===== config.mk =====
export PLATFORM = sky130hd
export DESIGN_NAME = oled_write_arbiter
export DESIGN_NICKNAME = d
export VERILOG_FILES = /design/src/rtl/oled_write_arbiter.sv
export SDC_FILE = /design/constraint.sdc
export NUM_CORES = 1
export LEC_CHECK = 0
export BUFFER_PORTS_ARGS = -buffer_cell sky130_fd_sc_hd__buf_4
export CAP_MARGIN = 40
export CORE_MARGIN = 2
export CORE_UTILIZATION = 58
export CTS_CLUSTER_DIAMETER = 40
export DETAILED_ROUTE_END_ITERATION = 7
export PLACE_DENSITY = 0.95
export SETUP_SLACK_MARGIN = 0.02
export SLEW_MARGIN = 20
export SYNTH_ARGS = -nofsm -noshare
export SYNTH_HDL_FRONTEND = slang
export SYNTH_SLANG_ARGS = --single-unit

===== constraint.sdc =====
create_clock -name clk_in_1MHz -period 5.29 [get_ports clk_in_1MHz]
set_clock_uncertainty 0.1 [all_clocks]
set_input_delay 0.7935 -clock clk_in_1MHz [delete_from_list [all_inputs] [get_ports clk_in_1MHz]]
set_output_delay 0.7935 -clock clk_in_1MHz [all_outputs]
set_load 0.01 [all_outputs]

===== src/rtl/oled_write_arbiter.sv =====
// oled_write_arbiter: round-robin burst arbiter sharing the OLED SPI word serializer
// between the init sequencer (req0) and the renderer (req1), with a programmable inter-word gap.
module oled_write_arbiter #(
  parameter int GAP_CYCLES = 6,
  parameter int GAP_W = 16
) (
  input  logic       clk_in_1MHz,
  input  logic       rst_n_in,
  input  logic       req0_valid,
  input  logic [8:0] req0_data,
  input  logic       req0_last,
  output logic       req0_ready,
  input  logic       req1_valid,
  input  logic [8:0] req1_data,
  input  logic       req1_last,
  output logic       req1_ready,
  output logic       ser_start,
  output logic [8:0] ser_data,
  input  logic       ser_done,
  output logic [1:0] grant,
  output logic       busy
);
  localparam logic [2:0] IDLE = 3'd0, ARB = 3'd1, ISSUE = 3'd2, WAIT_DONE = 3'd3, GAP = 3'd4;
  localparam logic [GAP_W-1:0] GAP_LAST = GAP_W'(GAP_CYCLES > 0 ? GAP_CYCLES - 1 : 0);
  logic [2:0] state_q, state_d;
  logic [1:0] grant_q, grant_d;
  logic rr_ptr_q, rr_ptr_d, last_q, last_d;
  logic [8:0] ser_data_q, ser_data_d;
  logic [GAP_W-1:0] gap_cnt_q, gap_cnt_d;
  logic lock, sel, sel_valid, post_gap;
  always_comb begin
    lock = |grant_q;
    // A locked burst only ever looks at its owner; no preemption
    sel = lock ? grant_q[1] : (req1_valid && (!req0_valid || rr_ptr_q));
    sel_valid = lock ? (grant_q[1] ? req1_valid : req0_valid) : (req0_valid || req1_valid);
    state_d = state_q;
    grant_d = grant_q;
    rr_ptr_d = rr_ptr_q;
    last_d = last_q;
    ser_data_d = ser_data_q;
    gap_cnt_d = gap_cnt_q;
    post_gap = 1'b0;
    case (state_q)
      IDLE: state_d = (req0_valid || req1_valid) ? ARB : IDLE;
      ARB:
        if (sel_valid) begin
          state_d = ISSUE;
          grant_d = sel ? 2'b10 : 2'b01;
          ser_data_d = sel ? req1_data : req0_data;
          last_d = sel ? req1_last : req0_last;
        end else if (!lock) state_d = IDLE;
      ISSUE: state_d = WAIT_DONE;
      WAIT_DONE:
        if (ser_done) begin
          state_d = GAP;
          gap_cnt_d = '0;
          post_gap = (GAP_CYCLES == 0);
        end
      GAP: begin
        post_gap = (gap_cnt_q == GAP_LAST);
        gap_cnt_d = gap_cnt_q + GAP_W'(1);
      end
      default: state_d = IDLE;
    endcase
    if (post_gap) begin
      state_d = ARB;
      if (last_q) begin
        grant_d = 2'b00;
        rr_ptr_d = ~grant_q[1];
      end
    end
  end
  always_ff @(posedge clk_in_1MHz or negedge rst_n_in)
    if (!rst_n_in) begin
      state_q <= IDLE;
      grant_q <= 2'b00;
      rr_ptr_q <= 1'b0;
      last_q <= 1'b0;
      ser_data_q <= '0;
      gap_cnt_q <= '0;
    end else begin
      state_q <= state_d;
      grant_q <= grant_d;
      rr_ptr_q <= rr_ptr_d;
      last_q <= last_d;
      ser_data_q <= ser_data_d;
      gap_cnt_q <= gap_cnt_d;
    end
  assign ser_start = (state_q == ISSUE);
  assign req0_ready = ser_start & grant_q[0];
  assign req1_ready = ser_start & grant_q[1];
  assign ser_data = ser_data_q;
  assign grant = grant_q;
  assign busy = (state_q != IDLE);
endmodule


After elaboration in Yosys (flattened, before gate mapping)

Index checks and enable logic that the tools add are counted.

Multiply operators: 0
Reduce and logical (&&, ||, !) cells: 12
Shifts and indexed selects: 0
Eq/ne operators: 9
Bitwise operators: 3
Divide/modulo/power cells: 0
Add/sub/neg operators: 1
Multiplexer cells: 19
$lt $le $gt $ge: 0

Operator list:

| operator                                              | count |
|---|---|
| case mux 16 bit (2 select lines)                      | 1 |
| adder 16 x 1 -> 16 bit (second input constant)        | 1 |
| equality test 16 x 3 -> 1 bit (second input constant) | 1 |
| two-way mux 16 bit                                    | 1 |
| case mux 3 bit (5 select lines)                       | 1 |
| two-way mux 3 bit                                     | 4 |
| two-way mux 2 bit                                     | 5 |
| two-way mux 9 bit                                     | 1 |
| equality test 3 x 2 -> 1 bit (second input constant)  | 2 |
| two-way mux 1 bit                                     | 6 |
| AND reduction 2 bit                                   | 3 |
| inequality test 2 bit (second input constant)         | 2 |
| inequality test 4 bit (second input constant)         | 1 |
| equality test 3 x 1 -> 1 bit (second input constant)  | 1 |
| equality test 3 bit (second input constant)           | 1 |
| logical NOT 3 bit                                     | 1 |
| inequality test 3 bit (second input constant)         | 1 |
| AND reduction 3 bit                                   | 1 |
| nonzero test 3 bit                                    | 1 |
| bitwise AND 1 bit                                     | 2 |
| logical OR 1 bit                                      | 2 |
| nonzero test 2 bit                                    | 1 |
| OR reduction 2 bit                                    | 1 |
| logical AND 1 bit                                     | 1 |
| other kinds (2)                                       | 2 |

Output and inout bits: 15
RAM bits: 0
Input bits: 25
Latch bits: 0
Flip-flop bits (word level): 32
Memory bits (read-only): 0
Memories: 0

Depth between registers and ports, before layout

Gate-level depths: netlist (run 1).

Word-level depth: 9
Depth in mapped cells: 6
Depth with buffers taken out: 5

Worst setup path before layout (run 1)

Ideal clock, no wire load.

Kind: register to output
Start point: register state_q[0]
End point: output req0_ready
Data arrival time: 1.187 ns
Slack: 3.209 ns
Stages on the path, launching flop included: 4
Path through: dfrtp_1 > buf_2 > nor3b_1 > and2_1

Longest elaborated chain between the ends: 2

RTL lines:

| element                      | RTL line | source |
|---|---|---|
| start, declared              | 25       | `logic [2:0] state_q, state_d;` |
| start signal, assigned       | 82       | `state_q <= state_d;` |
| equality test 3 x 2 -> 1 bit | 89       | `assign ser_start = (state_q == ISSUE);` |
| named net ser_start          | 17       | `output logic ser_start,` |
| bitwise AND 1 bit            | 90       | `assign req0_ready = ser_start & grant_q[0];` |
| end, declared                | 12       | `output logic req0_ready,` |

The timed path passes the listed nets, and every way through them passes these cells.

Worst setup path in the final report (run 1)

Start point: register state_q[0]
End point: output req1_ready

Longest elaborated chain between the ends: 2

RTL lines:

| element                      | RTL line | source |
|---|---|---|
| equality test 3 x 2 -> 1 bit | 89       |  |
| bitwise AND 1 bit            | 91       | `assign req1_ready = ser_start & grant_q[1];` |
| end, declared                | 16       | `output logic req1_ready,` |

Every way passes these cells.

==> run_results.csv, run 1 <==
group,metric,value,unit
drt,drt_iter0_markers,38,
sta,tns,0,ns
power,pwr-share-clk,16.1,%
drt,top_layer,"met4",
cts,clk_pin_slew,0.10,ns
drt,route.met3.wl,194,um
final_layout,seq_area,801,um2
setup_path,cp.required,4.40,ns
sta,layout_setup_ws,2.91,ns
sta,post-route-period-util,45.0,%
floorplanning,die-area,3590,um2
place,io_buffers,39,
synthesis,synthArstFlopShare,100,%
run_status,status,"finished, final reports clean",
final_layout,drive_above_1_share,36.5,%
cts,hold_buffers,0,
final_layout,final_cell_mix,"buf_4 (39), dfrtp_1 (32), nand2_1 (18)",
sta,slew_headroom,50.9,%
sta,worstMarginPinSlew,0.733,ns
grt,gr-total-overflow,0,
synthesis,ys_ff_latch,32,
cts,insertion_delay,0.34,ns
cts,htreeDepth,2,
cts,cts_tree,"yes",
drt,first_pass_iters,4,
sta,holdWs,0.274,ns
synthesis,ys_seq_area_share,44.2,%
floorplanning,io_pins,40,
power,power_frac_seq,42.1,%
synthesis,yosys_most_used_dff,"dfrtp_1",
sta,period_needed,2.38,ns
power,p_sw_share,37.0,%
sta,slew_violations,0,
place,place.gp.congestion,0.843,
sta,rsz0062_at_grt,"false",
synthesis,synth_nets,193,
cts,cts_setup_buffers,0,
power,powerDensity,426,nW/um2
floorplanning,die_y,59.9,um
power,p_switching,343,uW
place,dp_slack,2.60,ns
final_layout,n_antenna_cell,0,
setup_path,crit_path_max_fanout,14,
drt,ant_nets,0,
power,p_total,927,uW
power,power_frac_comb,41.8,%
grt,grt_max_degree,33,
synthesis,netlist_instances,166,
setup_path,cp-start-kind,"flip-flop",
drt,met2_length,1930,um
drt,vias,1475,
grt,antenna_found_initial,0,
cts,cts.path.max_buffers,2,
power,p_int,584,uW
drt,wirelength,3870,um
place,dp_hpwl,2790,um
sta,hold_violations,0,
final_layout,fillers,200,
grt,grt_pass1_vias,1406,
synthesis,synth_area_per_cell,10.9,um2
power,p_leak,0.00105,uW
grt,grt_first_pass_wirelength,6250,um
drt,wl_met1,1670,um
synthesis,synth.distinct_cells,46,
floorplanning,fp-row-count,20,
setup_path,worstPathArrival,1.49,ns
floorplanning,start_util,60.4,%
final_layout,syn_to_final_growth,19.9,%
final_layout,final_nets,234,
synthesis,netlist_area,1810,um2
final_layout,final_common_cell,"buf_4",
worst_hold_path,hp-class,"input port to async pin",
drt,drc,0,
cts,post_cts_resized,0,
cts,numCtsBuffers,5,
final_layout,multiInputGateArea,952,um2
synthesis,synth_edf_count,0,
drt,vias_per_cell,6.12,
synthesis,yosysWarnings,0,
setup_path,worstSetupPathType,"flip-flop to output port",
drt,wl_per_cell,16.0,um
floorplanning,core_area,3000,um2
sta,finalSetupViolations,0,
cts,cts.sink_count,32,
setup_path,cp-end-kind,"output port",
job,cap_violations,0,
power,peakVddDrop,0.297,mV
floorplanning,dieWidth,59.9,um
grt,grt_usage,23.6,%
final_layout,final_core_util,72.4,%
sta,max_freq,420,MHz
cts,ctsRootBufferMaster,"clkbuf_4",
-- critical path, stage by stage, from the launching register on --
cell	delay [ns]
dfrtp_1	0.53
nor3b_1	0.32
and2_1	0.18
buf_4	0.12
-- registers in the layout, indices dropped and copies added, names as in the netlist --
register and cells:
gap_cnt_q 16, ser_data 9, state_q 3, grant 2
last_q 1, rr_ptr_q 1
-- final timing paths --
kind | from | cells after the start | end | slack, ns
min in group clk_in_1MHz | rr_ptr_q | 1 | rr_ptr_q | 0.40
hold reg to reg | rr_ptr_q | 1 | rr_ptr_q | 0.40
hold / removal | rst_n_in | 1 | gap_cnt_q[4] | 0.27
setup / recovery | state_q[0] | 3 | req1_ready | 2.91
setup reg to reg | state_q[0] | 4 | rr_ptr_q | 3.15
max in group asynchronous | rst_n_in | 1 | gap_cnt_q[15] | 4.52
-- power groups by stage --
stage | combinational (uW) | sequential, uW | clock (uW)
CTS | 384 | 389 | 152
floorplan | 255 | 382 | 0
finish | 387 | 390 | 149
detailed placement | 381 | 392 | 0
global placement | 365 | 387 | 0
global route | 419 | 402 | 165
-- cell families (layout without fill, tap and decap cells) --
kind of cell	count (synthesis)	count (layout)	share of synthesized area, %
muxes	28	28	18.6
adders and majority gates	2	2	1.38
and+or+nand+nor	64	64	21.7
AOI/OAI and AO/OA	30	30	10.9
DFF	32	32	44.2
buffers and inverters	10	52	3.31
-- through the flow --
stage / cells / area (um2)
after floorplan: 166 / 1810
after global placement: 232 / 2100
after detailed placement: 232 / 2100
after CTS: 240 / 2160
after global routing: 241 / 2170
final: 241 / 2170
-- cell usage after synthesis, types with 4 or more instances --
cell type  count  area (um2)
dfrtp_1       32         801
nand2_1       18        67.6
mux2_2        10         113
mux2_4         8         120
mux2i_1        7        70.1
nand3_1        7        35.0
o21ai_1        7        35.0
nand4_1        6        37.5
nor2_1         5        18.8
a21oi_1        4        20.0
and3_1         4        25.0
inv_1          4        15.0
o21ai_0        4        20.0
-- layer usage --
layer  vias to the layer above  GRT usage, %
li1                        704             -
met1                       718          27.7
met2                        45          41.8
met3                         8          7.36
met4                         0          5.71
met5                         -             0
-- cell type report --
type / count / share of cell area, %
multi-input combinational: 124 / 43.8
sequential: 32 / 36.8
clock inverter: 2 / 0.460
tap: 33 / 1.90
clock buffer: 6 / 2.36
inverter: 4 / 0.690
timing repair buffer: 40 / 14.0
(Power assumes the default switching activity.)
==> inputs of run 2 (changes only) <==
Settings changed: CORE_UTILIZATION 58 to 48, PLACE_DENSITY 0.95 to 0.86.
Clock period 5.29 ns to 2 ns, I/O delays scaled along.
==> run 2 against run 1 <==
Against the previous run:
- critical path depth up 1
- critical endpoint is now req0_ready
- clock power rose to 3.5 times the previous value
- sequential cell count unchanged
- non-clock buffer count is 5 higher
- sequential share of layout area fell by 1.7 points
- worst setup slack worse by 2.7 ns
- first-iteration DRC count rose to 3.6 times the previous value
- global-route usage is 2.3 points lower
- critical path type unchanged
- die area increased by 19%
==> run_results.csv, run 2 (synthesized netlist as in run 1, its figures left out) <==
group,metric,value,unit
grt,grt_first_pass_wirelength,6760,um
final_layout,drive_above_1_share,38.0,%
run_status,status,"finished, final reports clean",
grt,grt_use_met3,4.11,%
grt,grt_pass1_vias,1395,
setup_path,path_cells,"buf_4, nor3b_2, and2_1, buf_4",
sta,max_freq,548,MHz
cts,ctsRootBufferMaster,"clkbuf_8",
cts,numCtsBuffers,5,
setup_path,worstSetupPathType,"flip-flop to output port",
grt,grt_usage,21.3,%
place,dp_hpwl,2750,um
floorplanning,dieWidth,65.5,um
power,p_leak,0.00110,uW
drt,first_pass_iters,4,
grt,gr-total-overflow,0,
power,p_sw_share,35.1,%
final_layout,stdcell_count,261,
setup_path,worstPathArrival,1.43,ns
floorplanning,core_area,3630,um2
power,pwr-share-clk,19.7,%
sta,worstMarginPinSlew,0.411,ns
cts,cts_tree,"yes",
grt,grt_use_met2,34.4,%
sta,hold_violations,0,
sta,rsz0062_at_grt,"false",
final_layout,largest-register,"gap_cnt_q",
setup_path,worstRegToRegCells,5,
setup_path,cp-end-kind,"output port",
final_layout,final_common_cell,"buf_4",
power,peakVddDrop,0.833,mV
setup_path,cp-start-kind,"flip-flop",
power,p_switching,916,uW
drt,drc,0,
floorplanning,io_pins,40,
cts,insertion_delay,0.29,ns
cts,cts.sink_count,32,
floorplanning,die-area,4280,um2
final_layout,syn_to_final_growth,25.7,%
power,power_frac_comb,41.2,%
setup_path,cp.required,1.60,ns
power,power_frac_seq,39.0,%
floorplanning,die_y,65.5,um
place,place.gp.congestion,0.815,
floorplanning,start_util,49.9,%
sta,post-route-period-util,91.3,%
drt,wirelength,3960,um
drt,wl_per_cell,15.2,um
grt,antenna_found_initial,0,
sta,layout_setup_ws,0.174,ns
setup_path,crit_path_max_fanout,9,
final_layout,n_antenna_cell,0,
sta,tns,0,ns
worst_hold_path,holdPathStages,3,
sta,finalSetupViolations,0,
drt,drt_iter0_markers,137,
final_layout,final_cell_mix,"buf_4 (43), dfrtp_1 (32), nand2_1 (18)",
setup_path,cpPeakStageDelay,0.48,ns
cts,cts.path.max_buffers,2,
sta,period_needed,1.83,ns
power,powerDensity,1150,nW/um2
final_layout,largest_reg_flops,16,
setup_path,cp_slowest_cell,"dfrtp_1",
final_layout,final_nets,239,
power,p_int,1690,uW
cts,clk_pin_slew,0.07,ns
place,dp_slack,0.218,ns
drt,vias_per_cell,5.71,
cts,htreeDepth,2,
worst_hold_path,hp-class,"input port to flip-flop",
grt,use_met1,26.8,%
job,cap_violations,0,
sta,slew_headroom,72.6,%
floorplanning,fp-row-count,22,
place,placed_cells,252,
drt,ant_nets,0,
sta,slew_violations,0,
place,io_buffers,39,
grt,grt_max_degree,33,
grt,busiest_layer,"met2",
setup_path,cp_common_cell,"buf_4",
drt,vias,1490,
## run 2: cell types whose count changed in the layout (fill, tap and decap cells not counted), sizes merged
cell and delta:
dlygate4sd3 +1, buf +4
## run 2: critical path, delay by kind of cell (launching register included)
family	cells	cell delay, ns
buffers and inverters	2	0.31
DFF	1	0.48
and+or+nand+nor	2	0.34
## run 2: cell type report
type | count | area [um2]
fill | 307 | 1360
multi-input combinational | 124 | 957
sequential | 32 | 801
timing repair buffer | 45 | 353
clock buffer | 6 | 82.6
tap | 48 | 60.1
inverter | 4 | 15.0
clock inverter | 2 | 10.0
## run 2: power groups by stage
stage	registers, uW	logic (uW)	clock network [uW]
after detailed placement	1030	1070	0
final	1020	1080	515
after floorplan	1010	676	0
after CTS	1020	1080	529
after global routing	1050	1170	555
after global placement	1010	1040	0
## run 2: path summary, 6_finish.rpt
| check | from | endpoint | slack, ns |
|---|---|---|---|
| setup / recovery | state_q[0] | req0_ready | 0.17 |
| hold / removal | req1_data[0] | ser_data[0] | 0.25 |
| setup reg to reg | rr_ptr_q | ser_data[1] | 0.20 |
| min in group asynchronous | rst_n_in | ser_data[5] | 0.38 |
| max in group asynchronous | rst_n_in | gap_cnt_q[13] | 1.12 |
| hold reg to reg | gap_cnt_q[15] | gap_cnt_q[15] | 0.38 |
## run 2: per-layer routing
metal	part of all wire (%)	vias up
li1	-	706
met1	41	721
met2	51	52
met3	5.4	11
met4	2.8	0
met5	0	-
## run 2: what timing repair did
| action | in CTS | in global routing |
|---|---|---|
| endpoints found under the hold margin | 32 | 0 |
| gates resized for setup | 0 | 1 |
| endpoints found under the setup margin | 0 | 2 |
| buffers inserted | 0 | 0 |
| hold buffers | 1 | 0 |
## run 2: metrics by stage
stage / instance area, um2 / utilization (%) / hold slack [ns] / power (uW)
2_1_floorplan: 1810 / - / -0.0956 / 1690
3_3_place_gp: 2170 / 59.7 / 0.159 / 2060
3_5_place_dp: 2170 / 59.7 / 0.158 / 2100
4_1_cts: 2270 / 62.6 / 0.247 / 2620
5_1_grt: 2280 / 62.7 / 0.261 / 2770
6_report: 2280 / 62.7 / 0.252 / 2610
==> inputs of run 3 (changes only) <==
Settings changed: ABC_AREA set to 1, CORE_UTILIZATION 48 to 49, CTS_CLUSTER_DIAMETER 40 to not set, GPL_TIMING_DRIVEN set to 0, PLACE_DENSITY 0.86 to 0.87.
==> run 3 against run 2 <==
Against the previous run:
- register-to-register slack gained 0.26 ns
- clock-buffer cell count is the same
- wire length shrank 2.5%
- critical path depth is the same
- fmax grew 5.0%
- synthesized cell count grew 47%
- non-clock buffer count is the same
- sequential share of layout area shrank 0.34 points
- cell count grew 30%
- total power grew 4.9%
- first-iteration DRC count shrank 50%
- critical endpoint unchanged
- highest routed layer unchanged
==> run_results.csv, run 3 <==
group,metric,value,unit
final_layout,n_antenna_cell,0,
synthesis,synth_nets,271,
synthesis,yosysTopAreaCell,"dfrtp_1",
synthesis,synth_fa_ha_area_share,1.34,%
final_layout,final_cell_mix,"nand2_1 (78), buf_4 (39), inv_1 (33)",
synthesis,netlist_instances,244,
setup_path,cp_common_cell,"nor2_1",
cts,insertion_delay,0.29,ns
drt,drt_iter0_markers,69,
place,placed_cells,331,
place,dp_slack,0.468,ns
synthesis,ys_seq_area_share,43.0,%
grt,grt_pass1_vias,1577,
floorplanning,core_area,3660,um2
drt,vias,1707,
cts,cts.path.max_buffers,2,
synthesis,ys_ff_latch,32,
sta,period_needed,1.74,ns
floorplanning,die_y,65.6,um
synthesis,synth.distinct_cells,31,
synthesis,synth_top_family_by_area,"simple AND/OR/NAND/NOR gates",
synthesis,synth_common_cells,"nand2_1 (78), inv_1 (33), dfrtp_1 (32)",
sta,slew_headroom,73.1,%
setup_path,crit_path_max_fanout,5,
synthesis,synth_compound_area_share,11.6,%
drt,ant_nets,0,
cts,ctsRootBufferMaster,"clkbuf_8",
final_layout,stdcell_count,339,
place,place_area,2210,um2
synthesis,synth-simple-area-share,34.4,%
synthesis,yosysWarnings,0,
final_layout,largest-register,"gap_cnt_q",
cts,cts_tree,"yes",
cts,post_cts_resized,0,
drt,drc,0,
sta,finalSetupViolations,0,
job,cap_violations,0,
sta,max_freq,575,MHz
power,p_leak,0.00119,uW
floorplanning,start_util,50.8,%
final_layout,final_core_util,62.9,%
setup_path,worstSetupPathType,"flip-flop to output port",
setup_path,cp-end-kind,"output port",
synthesis,synth_area_leaders,"dfrtp_1 (43%), nand2_1 (16%), inv_1 (6.7%)",
final_layout,stdcell_area,2300,um2
sta,tns,0,ns
synthesis,synthArstFlopShare,100,%
grt,grt_usage,19.9,%
power,powerDensity,1190,nW/um2
final_layout,final_nets,318,
synthesis,yosysTopAreaCellShare,43.0,%
grt,grt_first_pass_wirelength,6590,um
setup_path,path_cells,"nor2_1, nand2_1, nor2_1, buf_4",
cts,cts.sink_count,32,
floorplanning,io_pins,40,
final_layout,drive_above_1_share,25.8,%
run_status,status,"finished, final reports clean",
floorplanning,dieWidth,65.6,um
final_layout,final_common_cell,"nand2_1",
final_layout,syn_to_final_growth,23.7,%
drt,vias_per_cell,5.04,
floorplanning,fp-row-count,22,
setup_path,cp_slowest_cell,"dfrtp_1",
setup_path,cp-start-kind,"flip-flop",
drt,first_pass_iters,4,
sta,worstMarginPinSlew,0.403,ns
floorplanning,die-area,4310,um2
setup_path,cp.required,1.60,ns
final_layout,largest_reg_flops,16,
cts,clk_pin_slew,0.07,ns
power,peakVddDrop,0.954,mV
grt,gr-total-overflow,0,
drt,wl_per_cell,11.4,um
worst_hold_path,hp-class,"input port to flip-flop",
place,place.gp.congestion,0.860,
sta,layout_setup_ws,0.262,ns
sta,hold_violations,0,
setup_path,cpPeakStageDelay,0.45,ns
synthesis,synth_area_per_cell,7.63,um2
synthesis,netlist_area,1860,um2
setup_path,worstPathArrival,1.34,ns
synthesis,synthXorXnorAreaFrac,0.471,%
place,io_buffers,39,
drt,wirelength,3860,um
grt,grt_max_degree,33,
cts,numCtsBuffers,5,
sta,post-route-period-util,86.9,%
grt,antenna_found_initial,0,
synthesis,yosys_most_used_dff,"dfrtp_1",
place,dp_hpwl,2910,um
synthesis,synthMuxAreaShare,0,%
sta,rsz0062_at_grt,"false",
synthesis,synth_edf_count,0,
synthesis,yosysMostFrequentCell,"nand2_1",
sta,slew_violations,0,
cts,htreeDepth,2,
-- run 3: changes by cell type in the layout (fill, tap and decap cells not counted), moves of 4 or more --
cell	delta
nand2_1	+60
inv_1	+29
nor2_1	+15
mux2_2	-10
o211ai_1	+9
mux2_4	-8
mux2i_1	-7
nand2_2	+6
nand3_1	+5
and3_1	-4
buf_4	-4
-- run 3: path summary, 6_finish.rpt --
path                              startpoint       endpoint  slack [ns]  cells after the start
worst max-delay path              state_q[2]     req0_ready        0.26                      4
worst max register to register  gap_cnt_q[0]  gap_cnt_q[14]        0.46                      9
worst min-delay path            req0_data[4]    ser_data[4]        0.17                      3
worst min register to register   ser_data[6]    ser_data[6]        0.38                      2
max in group asynchronous           rst_n_in       grant[0]        1.12                      2
min in group asynchronous           rst_n_in  gap_cnt_q[13]        0.39                      2
-- run 3: cells by family (layout without fill, tap and decap cells) --
kind of cell             Yosys count  count (layout)
adder cells (fa/ha/maj)            2               2
AO/OA/AOI/OAI                     33              33
flip-flops                        32              32
AND/OR/NAND/NOR                  135             135
buffers and inverters             41              88
XOR/XNOR                           1               1
-- run 3: cell type report --
class	count	area, um2
Multi-Input combinational cell	171	888
Buffer	5	36.3
Clock inverter	1	5.00
Sequential cell	32	801
Timing Repair Buffer	40	303
Inverter	36	135
Tap cell	48	60.1
Clock buffer	6	72.6
Fill cell	312	1360
-- run 3: layer usage --
layer | up-vias | GRT usage, % | part of all wire, %
li1 | 870 | - | -
met1 | 783 | 23.7 | 45
met2 | 50 | 34.7 | 48
met3 | 4 | 5.31 | 6.2
met4 | 0 | 6.25 | 0.91
met5 | - | 0 | 0
-- run 3: worst max-delay path, delay by kind of cell (launching register included) --
family        cells  cell delay, ns
buf+inv           1            0.13
flops             1            0.45
simple gates      3            0.47
-- run 3: timing repair --
| action | CTS | global route |
|---|---|---|
| hold buffers | 1 | 0 |
| buffers inserted | 0 | 0 |
| endpoints found under the setup margin | 0 | 0 |
| endpoints found under the hold margin | 32 | 0 |
-- run 3: report_power, final --
part           total, uW  internal [uW]  switching [uW]
Combinational       1200            491             710
Clock                467            236             231
Sequential          1070            870             200
Total               2740           1600            1140
-- run 3: metrics by stage --
stage / hold WS [ns] / total power (uW)
2_1_floorplan: -0.0956 / 1830
3_3_place_gp: 0.158 / 2220
3_5_place_dp: 0.162 / 2280
4_1_cts: 0.156 / 2760
5_1_grt: 0.168 / 2960
6_report: 0.166 / 2740
